**config.mk**
```make
export PLATFORM = sky130hd
export DESIGN_NAME = bank_xbar_rob
export DESIGN_NICKNAME = d
export VERILOG_FILES = /design/src/rtl/bank_pkg.sv /design/src/rtl/bank_xbar_rob_ch.sv /design/src/rtl/bank_xbar_rob.sv
export SDC_FILE = /design/constraint.sdc
export NUM_CORES = 2
export LEC_CHECK = 0
export ABC_AREA = 0
export CAP_MARGIN = 5
export CORE_MARGIN = 8
export CORE_UTILIZATION = 35
export CTS_BUF_LIST = sky130_fd_sc_hd__clkbuf_16
export DETAILED_ROUTE_END_ITERATION = 6
export PLACE_DENSITY_LB_ADDON = 0.08
export SKIP_CTS_REPAIR_TIMING = 1
export SLEW_MARGIN = 20
export SYNTH_ARGS = -nofsm -noshare
export SYNTH_HDL_FRONTEND = slang
export SYNTH_HIERARCHICAL = 1
export SYNTH_SLANG_ARGS = --single-unit
export TNS_END_PERCENT = 100
```
**constraint.sdc**
```tcl
create_clock -name clk_i -period 3.1 [get_ports clk_i]
set_clock_uncertainty 0.2 [all_clocks]
set_input_delay 0.31 -clock clk_i [delete_from_list [all_inputs] [get_ports clk_i]]
set_output_delay 0.31 -clock clk_i [all_outputs]
set_load 0.01 [all_outputs]
```
**src/rtl/bank_pkg.sv**
```systemverilog
// ---------------------------------------------------------------------------
// bank_pkg
// Shared constants and types for the bank-to-crossbar return path.
//   CH_NUM_DEF    : default number of crossbar channels
//   ROB_DEPTH_DEF : default reorder-buffer entries per channel
//   ROB_NUM_W     : width of a ROB slot number
//   CH_ID_W       : width of a channel id
//   XBAR_DATA_W   : return data width
//   xbar_tag_t    : {channel_id, rob_num} tag carried by every return beat
// ---------------------------------------------------------------------------
package bank_pkg;

    localparam int CH_NUM_DEF    = 4;
    localparam int ROB_DEPTH_DEF = 8;
    localparam int ROB_NUM_W     = 3;
    localparam int CH_ID_W       = 2;
    localparam int XBAR_DATA_W   = 128;

    typedef struct packed {
        logic [CH_ID_W-1:0]   channel_id;
        logic [ROB_NUM_W-1:0] rob_num;
    } xbar_tag_t;

endpackage

```
**src/rtl/bank_xbar_rob_ch.sv**
```systemverilog
// ---------------------------------------------------------------------------
// bank_xbar_rob_ch
// Single-channel reorder buffer. Slots are handed out in order at the tail,
// filled in any order by tagged returns, and drained strictly in order from
// the head.
// Optional build macro: BANK_XBAR_ROB_CHECK_EN enables detection of fills to
// unallocated or already-valid slots (sticky err_o).
// Ports:
//   clk_i, rst_ni      : clock, asynchronous active-low reset
//   alloc_fire_i       : allocation accepted this cycle (already qualified)
//   alloc_ready_o      : channel not full
//   alloc_rob_num_o    : slot number at the tail
//   fill_fire_i        : return beat for this channel
//   fill_rob_num_i     : slot of the return beat
//   fill_data_i        : return data
//   rtn_valid_o        : head slot holds valid data
//   rtn_ready_i        : consumer accepts head data
//   rtn_data_o         : head slot data
//   err_o              : sticky protocol error
// ---------------------------------------------------------------------------
module bank_xbar_rob_ch
    import bank_pkg::*;
#(
    parameter int ROB_DEPTH = ROB_DEPTH_DEF,
    parameter int DATA_W    = XBAR_DATA_W,
    parameter int ROB_W     = $clog2(ROB_DEPTH)
) (
    input  logic              clk_i,
    input  logic              rst_ni,
    input  logic              alloc_fire_i,
    output logic              alloc_ready_o,
    output logic [ROB_W-1:0]  alloc_rob_num_o,
    input  logic              fill_fire_i,
    input  logic [ROB_W-1:0]  fill_rob_num_i,
    input  logic [DATA_W-1:0] fill_data_i,
    output logic              rtn_valid_o,
    input  logic              rtn_ready_i,
    output logic [DATA_W-1:0] rtn_data_o,
    output logic              err_o
);

    // Pointers carry one extra wrap bit so full and empty are distinguishable.
    logic [ROB_W:0]          head_q, head_d;
    logic [ROB_W:0]          tail_q, tail_d;
    logic [ROB_W:0]          count;
    logic [ROB_DEPTH-1:0]    valid_q, valid_d;
    logic [DATA_W-1:0]       data_q [ROB_DEPTH];
    logic [ROB_W-1:0]        head_idx;
    logic                    drain_fire;

    assign head_idx        = head_q[ROB_W-1:0];
    assign count           = tail_q - head_q;
    assign alloc_ready_o   = (count != (ROB_W+1)'(ROB_DEPTH));
    assign alloc_rob_num_o = tail_q[ROB_W-1:0];
    assign rtn_valid_o     = valid_q[head_idx];
    assign rtn_data_o      = data_q[head_idx];
    assign drain_fire      = rtn_valid_o && rtn_ready_i;

    always_comb begin
        head_d  = head_q + {{ROB_W{1'b0}}, drain_fire};
        tail_d  = tail_q + {{ROB_W{1'b0}}, alloc_fire_i};
        valid_d = valid_q;
        if (drain_fire) begin
            valid_d[head_idx] = 1'b0;
        end
        // A legal fill never targets the slot being drained (it is already
        // valid), so the set can safely follow the clear.
        if (fill_fire_i) begin
            valid_d[fill_rob_num_i] = 1'b1;
        end
    end

    always_ff @(posedge clk_i or negedge rst_ni) begin
        if (!rst_ni) begin
            head_q  <= '0;
            tail_q  <= '0;
            valid_q <= '0;
        end else begin
            head_q  <= head_d;
            tail_q  <= tail_d;
            valid_q <= valid_d;
        end
    end

    // Data storage is intentionally not reset; valid bits gate its use.
    always_ff @(posedge clk_i) begin
        if (fill_fire_i) begin
            data_q[fill_rob_num_i] <= fill_data_i;
        end
    end

`ifdef BANK_XBAR_ROB_CHECK_EN
    logic [ROB_W-1:0] fill_off;
    logic             fill_allocated;
    logic             fill_bad;
    logic             err_q, err_d;

    // Slot is allocated when its distance from head (mod depth) is below the
    // current occupancy; this handles pointer wrap without extra compares.
    assign fill_off       = fill_rob_num_i - head_idx;
    assign fill_allocated = ({1'b0, fill_off} < count);
    assign fill_bad       = fill_fire_i && (!fill_allocated || valid_q[fill_rob_num_i]);
    assign err_d          = err_q || fill_bad;

    always_ff @(posedge clk_i or negedge rst_ni) begin
        if (!rst_ni) begin
            err_q <= 1'b0;
        end else begin
            err_q <= err_d;
        end
    end

    assign err_o = err_q;
`else
    assign err_o = 1'b0;
`endif

endmodule

```
**src/rtl/bank_xbar_rob.sv**
```systemverilog
// ---------------------------------------------------------------------------
// bank_xbar_rob
// Receiving end of the bank-to-crossbar return interface. Grants per-channel
// ROB numbers at issue, accepts out-of-order tagged returns and drains each
// channel in allocation order. Never backpressures the SRAM controller.
// Optional build macro: BANK_XBAR_ROB_CHECK_EN (fill protocol checking).
// Ports:
//   clk_i, rst_ni          : clock, asynchronous active-low reset
//   alloc_valid_i/ready_o  : ROB slot request handshake
//   alloc_ch_id_i          : channel for the allocation
//   alloc_rob_num_o        : granted slot (combinational from tail)
//   sc_xbar_valid_i/ready_o: return beat handshake (ready tied high)
//   sc_xbar_channel_id_i   : return channel
//   sc_xbar_rob_num_i      : return slot
//   sc_xbar_data_i         : return data
//   ch_rtn_valid_o/ready_i : per-channel in-order drain handshake
//   ch_rtn_data_o          : per-channel data, channel c at [c*DATA_W +: DATA_W]
//   err_o                  : sticky protocol error (OR of all channels)
// ---------------------------------------------------------------------------
module bank_xbar_rob
    import bank_pkg::*;
#(
    parameter int CH_NUM    = CH_NUM_DEF,
    parameter int ROB_DEPTH = ROB_DEPTH_DEF,
    parameter int DATA_W    = XBAR_DATA_W,
    parameter int CH_W      = $clog2(CH_NUM),
    parameter int ROB_W     = $clog2(ROB_DEPTH)
) (
    input  logic                     clk_i,
    input  logic                     rst_ni,
    input  logic                     alloc_valid_i,
    output logic                     alloc_ready_o,
    input  logic [CH_W-1:0]          alloc_ch_id_i,
    output logic [ROB_W-1:0]         alloc_rob_num_o,
    input  logic                     sc_xbar_valid_i,
    output logic                     sc_xbar_ready_o,
    input  logic [CH_W-1:0]          sc_xbar_channel_id_i,
    input  logic [ROB_W-1:0]         sc_xbar_rob_num_i,
    input  logic [DATA_W-1:0]        sc_xbar_data_i,
    output logic [CH_NUM-1:0]        ch_rtn_valid_o,
    input  logic [CH_NUM-1:0]        ch_rtn_ready_i,
    output logic [CH_NUM*DATA_W-1:0] ch_rtn_data_o,
    output logic                     err_o
);

    xbar_tag_t          fill_tag;
    logic [CH_NUM-1:0]  ch_alloc_ready;
    logic [CH_NUM-1:0]  ch_alloc_fire;
    logic [CH_NUM-1:0]  ch_fill_fire;
    logic [CH_NUM-1:0]  ch_err;
    logic [ROB_W-1:0]   ch_rob_num [CH_NUM];

    assign fill_tag        = xbar_tag_t'({sc_xbar_channel_id_i, sc_xbar_rob_num_i});
    assign sc_xbar_ready_o = 1'b1;
    assign alloc_ready_o   = ch_alloc_ready[alloc_ch_id_i];
    assign alloc_rob_num_o = ch_rob_num[alloc_ch_id_i];
    assign err_o           = |ch_err;

    generate
        for (genvar gi = 0; gi < CH_NUM; gi++) begin : g_ch
            assign ch_alloc_fire[gi] = alloc_valid_i && ch_alloc_ready[gi] &&
                                       (alloc_ch_id_i == CH_W'(gi));
            assign ch_fill_fire[gi]  = sc_xbar_valid_i && (fill_tag.channel_id == CH_W'(gi));

            bank_xbar_rob_ch #(
                .ROB_DEPTH (ROB_DEPTH),
                .DATA_W    (DATA_W),
                .ROB_W     (ROB_W)
            ) u_ch (
                .clk_i           (clk_i),
                .rst_ni          (rst_ni),
                .alloc_fire_i    (ch_alloc_fire[gi]),
                .alloc_ready_o   (ch_alloc_ready[gi]),
                .alloc_rob_num_o (ch_rob_num[gi]),
                .fill_fire_i     (ch_fill_fire[gi]),
                .fill_rob_num_i  (fill_tag.rob_num),
                .fill_data_i     (sc_xbar_data_i),
                .rtn_valid_o     (ch_rtn_valid_o[gi]),
                .rtn_ready_i     (ch_rtn_ready_i[gi]),
                .rtn_data_o      (ch_rtn_data_o[gi*DATA_W +: DATA_W]),
                .err_o           (ch_err[gi])
            );
        end
    endgenerate

endmodule

```
==> run summary <==
Kind of critical path: reg2out
Via count: 88700
Ranking of synthesized cells by area: edfxtp_1 78%, mux4_2 3.2%, a221oi_1 3.0%, mux2_2 2.9%, a22oi_1 1.9%
Most frequent cells in the layout: 4096 x edfxtp_1, 641 x buf_4, 520 x clkbuf_16
Cell depth of the worst flop-to-flop path: 12
Synth Area in Compound Gates: 8.08%
Vias per cell: 5.45
Post-synth ARST share: 1.54%
Layout cells sized above 1: 28.8%
Post-Synth Simple-Gate Area: 2.26%
Setup violations, final: 520
Startpoint Class: flop
Core area: 448000 um2
Worst Setup End Kind: primary output
Max Slew Vio Count: 0
CP Buf/Inv Count: 2
Synth-to-Final Area Change: 27.1%
Multiplexer share of the synthesized area: 8.14%
Synth Area in Adders: 0.223%
CTS sink cnt: 4160
R2r setup slk: 0.09 ns
Die Ht: 686 um
Final hold viol count: 0
IO Port Bufs: 662
Dpl hpwl: 333000 um
Residual DRC: 0
Worst Setup SP: g_ch[0].u_ch/head_q[1]$_DFF_PN0_
Primary FF master, synth: edfxtp_1
Critical-path cell list: inv_2, ha_1, nor2b_1, o21a_1, o21ai_0, or3b_4, mux4_2, clkbuf_2
First-pass GRT wire length: 718000 um
Clk slew on worst S/H paths: 0.06 ns
Die area: 471000 um2
Post-Synth XOR/XNOR Area: 0.134%
Overflow after GRT: 0
FF+latch count, synth: 4160
Total Routing Usage GR: 21.4%
CP max FO: 3
Die W: 686 um
Drt pass-1 iters: 7
Slew @ Worst Pin: 1.15 ns
Synth Cell Area: 157000 um2
# IOs: 665
Critical Path Stages: 8
RSZ-0062 raised after global routing: true
Iteration-0 DRC Markers: 8580
Status: finished with violations
Row count: 246
Fmax achieved: 0.242 GHz
Crit path max-delay family: multiplexers
R2R Path Start: g_ch[0].u_ch/head_q[0]$_DFF_PN0_
Num CTS Buffers: 452
Tmin final: 4.14 ns
Setup ws final: -1.04 ns
GPL Wtd Cong: 0.782
Arr. time, crit path: 3.63 ns
Leak: 66.1 nW
H-tree levels: 5
Bufs on Longest Clock Path: 4
Area after DPL: 179000 um2
Drt wl/cell: 33.6 um
WL final: 547000 um
Post-synth EDFFs: 4096
CTS tree: done
Mapped Nets: 8326
Yosys top cell area share: 78.2%
Initial antenna violation count: 53
Crit path to: alloc_ready_o
Average footprint of a synthesized cell: 19.3 um2
Largest net degree at the start of global routing: 93
Nets: 10100
Synth Instances: 8155
Antenna-violating nets left: 0
FF-to-FF End: g_ch[0].u_ch/head_q[2]$_DFF_PN0_
Period utilisation layout: 134%
Yosys warnings: 6
Max-cap violation count: 0
CP max stage delay: 0.66 ns
Post-route cell area: 200000 um2
Slew headroom: 23.1%
Violated checks: setup timing
Area leader, netlist: edfxtp_1
PD cells: 980 nW/um2
Root Buffer: clkbuf_16
Vias in the first global route: 88700
Final cell utilization of the core: 44.6%
Initial Util: 35.1%
Sequential fraction of the synthesis area: 79.2%
Yosys cell types: 67
Largest family of logic cells by synthesized area: multiplexers
Max stage delay cell, worst path: mux4_2
Hold/Removal Path Class: in2reg
Commonest non-fill, non-tap cell in the layout: edfxtp_1
Clk_lat worst skew: 0.98 ns
Req. time, crit path: 2.59 ns
Maximum VDD drop: 582 uV
worst min-delay path by stage:
stage / startpoint / endpoint / slack, ns / cells past startpoint
finish: sc_xbar_data_i[109] / g_ch[1].u_ch/data_q[1][109]$_DFFE_PP_ / 0.03 / 2
global route: sc_xbar_data_i[81] / g_ch[2].u_ch/data_q[6][81]$_DFFE_PP_ / -0.0003 / 2
CTS: rst_ni / g_ch[0].u_ch/head_q[0]$_DFF_PN0_ / -0.93 / 2
detailed placement: rst_ni / g_ch[0].u_ch/head_q[2]$_DFF_PN0_ / 0.17 / 2
global placement: rst_ni / g_ch[0].u_ch/head_q[1]$_DFF_PN0_ / 0.16 / 2
floorplan: rst_ni / g_ch[0].u_ch/head_q[0]$_DFF_PN0_ / -0.19 / 0
metal layers:
| layer | track usage (%) | part of all wire (%) |
|---|---|---|
| met4 | 5.38 | 2.7 |
| met5 | 0 | 0.019 |
| met2 | 37.1 | 49 |
| met1 | 28.3 | 43 |
| met3 | 3.20 | 5.4 |
power by group:
part / leakage, nW / switching (mW) / internal, mW / total [mW]
sequential: 37.7 / 0.522 / 62.9 / 63.4
clock: 7.45 / 22.5 / 30.1 / 52.6
combinational: 21.0 / 44.3 / 35.6 / 79.9
total: 66.1 / 67.3 / 129 / 196
logic make-up after synthesis:
kind of cell,after synthesis
compound gates,1671
other cells,5
simple gates,788
buf+inv,563
fa+ha+maj,28
mux,916
flops,4160
xor+xnor,24
state kept, by name, indices dropped and copies added (netlist names):
signal,cells
g_ch.u_ch/data_q,4096
g_ch.u_ch/head_q,16
g_ch.u_ch/tail_q,16
g_ch.u_ch/valid_q,32
area by class of cell:
cell class	count	area, um2
clock inverter	385	3050
multi-input combinational	3432	31600
fill	38900	248000
tap	5952	7450
antenna	13	32.5
timing repair buffer	1857	21700
clock buffer	455	11400
sequential	4160	125000
inverter	17	120
cells in the mapped netlist, types with 38 or more instances:
library cell	n
mux2_2	402
nand3_1	56
buf_2	256
nor2_1	202
o22ai_1	92
mux2_1	56
o2bb2ai_1	51
a21oi_1	79
dfrtp_1	64
a221oi_1	547
and3_1	43
a22oi_1	408
mux2_4	54
buf_6	38
mux2i_1	181
buf_4	81
edfxtp_1	4096
mux4_2	223
o21ai_1	56
o221ai_1	51
nand2_1	371
a222oi_1	50
clkbuf_1	151
o21ai_0	211
metrics by stage:
stage          worst slack [ns]  instances  setup TNS (ns)  power, mW  hold slack (ns)
2_1_floorplan             -1.39       8155        -1807.96       94.9           -0.186
3_3_place_gp             -0.468      15100          -11.58        137            0.164
3_5_place_dp             -0.391      15100          -11.73        137            0.169
4_1_cts                   -1.50      15900         -527.41        190           -0.931
5_1_grt                   -1.13      16300         -432.99        203        -0.000278
6_report                  -1.04      16300         -366.23        196           0.0298
(Power assumes the default switching activity.)
